## config.mk

```make
export PLATFORM = sky130hd
export DESIGN_NAME = phase_tracker
export DESIGN_NICKNAME = d
export VERILOG_FILES = /design/src/rtl/phase_tracker.sv
export SDC_FILE = /design/constraint.sdc
export NUM_CORES = 1
export LEC_CHECK = 0
export CORE_MARGIN = 1.5
export CORE_UTILIZATION = 40
export CTS_BUF_LIST = sky130_fd_sc_hd__clkbuf_8
export CTS_CLUSTER_SIZE = 14
export DETAILED_ROUTE_END_ITERATION = 16
export GPL_ROUTABILITY_DRIVEN = 0
export PLACE_DENSITY = 0.62
export SLEW_MARGIN = 20
export SYNTH_ARGS = -nofsm -noshare
export SYNTH_HDL_FRONTEND = slang
export SYNTH_SLANG_ARGS = --single-unit
```

## constraint.sdc

```tcl
create_clock -name clock -period 2.25 [get_ports clock]
set_input_delay 0.45 -clock clock [delete_from_list [all_inputs] [get_ports clock]]
set_output_delay 0.45 -clock clock [all_outputs]
set_load 0.005 [all_outputs]
```

## src/rtl/phase_tracker.sv

```systemverilog
// Four-phase clock monitor: checks one-hot rotation and phase length, emits registered enables.
// Optional saturating fault counter is built only when PHASE_TRACKER_ERRCNT_EN is defined.
module phase_tracker #(
    parameter int unsigned PH_LEN   = 1,
    parameter int unsigned LOCK_CNT = 4,
    parameter int unsigned CNT_W    = 8
) (
    input  logic             clock,
    input  logic             reset,
    input  logic             pc_ph,
    input  logic             imem_ph,
    input  logic             dmem_ph,
    input  logic             reg_ph,
    output logic             pc_en,
    output logic             imem_en,
    output logic             dmem_en,
    output logic             reg_en,
    output logic [1:0]       phase,
    output logic             locked,
    output logic             err,
    output logic [CNT_W-1:0] err_count
);

    typedef enum logic {StUnlocked, StLocked} state_t;

    localparam logic [3:0] LP_PH_LEN   = 4'(PH_LEN);
    localparam logic [3:0] LP_LOCK_CNT = 4'(LOCK_CNT);

    state_t     r_state, w_state_d;
    logic [3:0] r_s_ph;
    logic [3:0] r_prev_ph;
    logic [3:0] r_len, w_len_d;
    logic [3:0] r_good, w_good_d;
    logic [3:0] r_en, w_en_d;
    logic [1:0] r_phase, w_phase_d;
    logic       r_err, w_err_d;

    logic       w_valid;
    logic       w_prev_valid;
    logic       w_changed;
    logic       w_correct;
    logic       w_over;
    logic       w_fault;
    logic [3:0] w_next_exp;
    logic [3:0] w_good_inc;
    logic [1:0] w_idx;

    assign w_valid      = (r_s_ph != 4'd0) && ((r_s_ph & (r_s_ph - 4'd1)) == 4'd0);
    assign w_prev_valid = (r_prev_ph != 4'd0) && ((r_prev_ph & (r_prev_ph - 4'd1)) == 4'd0);
    assign w_changed    = (r_s_ph != r_prev_ph);
    // Bit 0 is PC, so the rotation PC->IMEM->DMEM->REG->PC is a left rotate.
    assign w_next_exp   = {r_prev_ph[2:0], r_prev_ph[3]};
    assign w_correct    = w_changed && w_valid && w_prev_valid &&
                          (r_s_ph == w_next_exp) && (r_len == LP_PH_LEN);
    // Another cycle of the same pattern would push the count to PH_LEN+1.
    assign w_over       = !w_changed && (r_len >= LP_PH_LEN);
    assign w_fault      = !w_valid || (w_changed && !w_correct) || w_over;
    assign w_good_inc   = r_good + 4'd1;
    assign w_len_d      = w_changed ? 4'd1 : ((r_len == 4'd15) ? 4'd15 : r_len + 4'd1);

    always_comb begin
        w_idx = 2'd0;
        unique case (r_s_ph)
            4'b0001: w_idx = 2'd0;
            4'b0010: w_idx = 2'd1;
            4'b0100: w_idx = 2'd2;
            4'b1000: w_idx = 2'd3;
            default: w_idx = 2'd0;
        endcase
    end

    always_comb begin
        w_state_d = r_state;
        w_good_d  = r_good;
        w_en_d    = 4'd0;
        w_phase_d = r_phase;
        w_err_d   = 1'b0;
        unique case (r_state)
            StUnlocked: begin
                if (w_fault) begin
                    w_good_d = 4'd0;
                end else if (w_correct) begin
                    if (w_good_inc == LP_LOCK_CNT) begin
                        w_state_d = StLocked;
                        w_good_d  = 4'd0;
                        w_en_d    = r_s_ph;
                        w_phase_d = w_idx;
                    end else begin
                        w_good_d = w_good_inc;
                    end
                end
            end
            StLocked: begin
                if (w_fault) begin
                    w_state_d = StUnlocked;
                    w_good_d  = 4'd0;
                    w_err_d   = 1'b1;
                end else if (w_correct) begin
                    w_en_d    = r_s_ph;
                    w_phase_d = w_idx;
                end
            end
            default: w_state_d = StUnlocked;
        endcase
    end

    always_ff @(posedge clock or posedge reset) begin
        if (reset) begin
            r_state   <= StUnlocked;
            r_s_ph    <= 4'd0;
            r_prev_ph <= 4'd0;
            r_len     <= 4'd0;
            r_good    <= 4'd0;
            r_en      <= 4'd0;
            r_phase   <= 2'd0;
            r_err     <= 1'b0;
        end else begin
            r_state   <= w_state_d;
            r_s_ph    <= {reg_ph, dmem_ph, imem_ph, pc_ph};
            r_prev_ph <= r_s_ph;
            r_len     <= w_len_d;
            r_good    <= w_good_d;
            r_en      <= w_en_d;
            r_phase   <= w_phase_d;
            r_err     <= w_err_d;
        end
    end

`ifdef PHASE_TRACKER_ERRCNT_EN
    logic [CNT_W-1:0] r_err_count;

    always_ff @(posedge clock or posedge reset) begin
        if (reset) begin
            r_err_count <= '0;
        end else if (w_err_d && (r_err_count != {CNT_W{1'b1}})) begin
            r_err_count <= r_err_count + CNT_W'(1);
        end
    end

    assign err_count = r_err_count;
`else
    assign err_count = '0;
`endif

    assign {reg_en, dmem_en, imem_en, pc_en} = r_en;
    assign phase  = r_phase;
    assign locked = (r_state == StLocked);
    assign err    = r_err;

endmodule
```

==> results.cfg <==
[timing]
fmax_mhz = 479
tns_ns = 0
relSlewSlack_pct = 55.3
hold_slack_ns = 0.527
tightest_slew_ns = 0.667
slew_viol_final = 0
setup_ws_ns = 0.161
fin_crit_sh_pct = 92.9
skew_ns = 0.00373
final_hold_viol_count = 0
rsz0062_at_grt = no
setup_viol = 0
finalCriticalPeriod_ns = 2.09

[synth]
yosys.area.top_type = dfrtp_1
synthAdderAreaFrac_pct = 4.68
synth_xor_area_share_pct = 5.24
synth.area.mux_share_pct = 1.87
yosys.area_share.simple_pct = 18.6
yosysSeqAreaShare_pct = 44.9
synth_compound_area_share_pct = 16.2
synth.ff_latch_count = 24
synth_area_leaders = dfrtp_1 (45%), xnor2_1 (5.2%), ha_1 (4.7%)
syn_avg_cell_area_um2 = 11.0
netlist_area_mm2 = 0.00134
yosys_warnings = 0
netlist-cell-type-count = 40
synth_top_family_by_area = simple AND/OR/NAND/NOR gates
syn_inst = 122
synth_top_cell_area_share_pct = 44.9

[die]
die_y_um = 60.8
initial_core_util_pct = 43.1
chipWidth_um = 60.8
io_pins = 22
rows = 20
core_mm2 = 0.00310
dieArea_mm2 = 0.00370

[drt]
drtIter0Drc = 33
dr.pass1.iters = 4
wl_per_cell_um = 12.7
ant_nets = 0
viasPerCell = 5.18
num_vias = 932
drc = 0
routed_wl_um = 2290

[job]
max_cap_viol_count = 0

[placed_design]
dp_slack_ns = 0.0831
place_inst = 176
hpwlAfterDp_um = 1660
numPortBuffers = 13

[power]
p_per_area_mw_per_mm2 = 570
leakage_nw = 0.661
vdd_ir_drop_max_mv = 0.254

[finish]
finalNonFillerCells = 180
fin_util_pct = 50.2
drive_gt1_share_pct = 13.2
multiInputGateArea_um2 = 653
n_antenna_cell = 0
n_fill_cell = 307
final-seq-area_um2 = 603
area_delta_synth_final_pct = 16.6
fin_nets = 148

[worst_setup_path]
critPathLaunch = r_good[0]
end_kind = register
cp.required_ns = 2.44
path_buf_inv = 1
slowest_delay_ns = 0.47
criticalPathCategory = reg2reg
worst_path_max_delay_cell = dfrtp_2
critPathMaxFanout = 10
critPathLaunchType = register
cp_top_family = compound AO/OA/AOI/OAI gates
worst_r2r_startpoint = r_good[0]
critPathArrivalTime_ns = 2.28
path_cells = ha_1 > nor4bb_1 > a311oi_1 > a2111oi_4 > buf_4 > mux2i_1

[global_routing]
track_usage_pct = 14.5
overflow = 0
grt_pass1_vias = 902
grt_max_degree = 25
grt_first_pass_wirelength_um = 3970
antenna_found_initial = 0

[clocking]
cts-root-buf = clkbuf_8
clock_path_buffers = 2
cts.sinks = 24
cts-buffers-inserted = 3
cts_tree = built
insertion_delay_ns = 0.26
cts_max_level = 1
clk_pin_slew_ns = 0.08
postCtsSetupRepairBufs = 0

[hold_path]
hp-class = in2async

[run_status]
status = finished, final reports clean
==> Yosys cell counts, drive strengths merged <==
cell / number
or4: 1
buf: 12
a41o: 1
or3: 1
nor4b: 2
a311o: 1
ha: 5
o21ai: 1
a211oi: 2
nand4: 1
a22oi: 1
nor2b: 2
conb: 1
o211ai: 1
nand3b: 2
o22a: 2
nor3: 3
a2111oi: 5
nand4b: 1
a311oi: 1
nand2: 6
dfrtp: 24
nor3b: 5
nor2: 8
nor4bb: 1
a221o: 3
mux2: 1
a21bo: 1
a22o: 1
mux2i: 1
nand3: 1
clkbuf: 2
inv: 4
xnor2: 8
a31oi: 3
and3b: 3
and2: 4
==> final timing paths <==
check | endpoint | slack, ns | cells after the start
worst max-delay path | phase[1] | 0.16 | 6
worst max register to register | phase[1] | 0.16 | 6
min in group clock | phase[0] | 0.53 | 1
worst min-delay path | err | 0.53 | 3
max in group asynchronous | r_good[0] | 1.48 | 3
worst min register to register | phase[0] | 0.53 | 1
==> layout by cell type (no fill, tap or decap), types with 2 or more instances in the layout <==
master	n
dfrtp_1	22
clkdlybuf4s50_1	13
nor2_1	8
xnor2_1	8
conb_1	8
nand2_1	6
nor3b_1	5
ha_1	5
inv_1	4
a2111oi_0	4
and2_1	4
buf_4	4
and3b_1	3
a221o_2	3
nor3_1	3
a31oi_1	3
clkbuf_8	3
a211oi_1	2
nor2b_1	2
o22a_1	2
nor4b_1	2
nand3b_1	2
dfrtp_2	2
==> final cells by class <==
class	instances	area share, %
clock buffers	3	2.65
multi-input cells	87	41.9
well taps	44	3.53
inverters	4	0.964
repair buffers	17	10.3
flip-flops and latches	24	38.7
clock inverters	1	1.93
==> power breakdown <==
part	switching (W)	internal [W]	leakage (nW)
Combinational	0.0000348	0.0000303	0.317
Clock	0.000129	0.000238	0.0357
Sequential	0.0000161	0.000440	0.308
Total	0.000180	0.000708	0.661
==> tightest hold or removal path, stage by stage <==
cell and delay [ns]:
clkdlybuf4s50_1 0.40, inv_1 0.05, buf_4 0.29
==> timing repair <==
item,CTS,global route
endpoints found under the setup margin,0,1
resized for setup,0,2
hold buffers,0,0
==> metrics by stage <==
step	area [um^2]	power, W
CTS	1560	0.000905
finish	1560	0.000888
global placement	1480	0.000529
global route	1560	0.000935
detailed placement	1480	0.000531
floorplan	1360	0.000522
==> sequential cells by signal (all words and copies together) (netlist names) <==
| signal | cells |
|---|---|
| r_en | 4 |
| r_good | 4 |
| r_len | 4 |
| r_prev_ph | 4 |
| r_s_ph | 4 |
| phase | 2 |
| err | 1 |
| locked | 1 |
==> per-layer routing <==
metal	track usage, %	vias up	share of wire (%)
met1	18.9	449	47
met2	24.4	26	49
met3	2.56	4	3.5
met5	0	-	0
li1	-	453	-
met4	4.66	0	1.1
==> cell families (layout without fill, tap and decap cells) <==
family	count (synthesis)	in the layout
other	1	8
adder cells (fa/ha/maj)	5	5
XOR/XNOR	8	8
AO/OA/AOI/OAI	23	23
flip-flops	24	24
multiplexers	2	2
AND/OR/NAND/NOR	41	41
buffers and inverters	18	25
(Power assumes the default switching activity.)
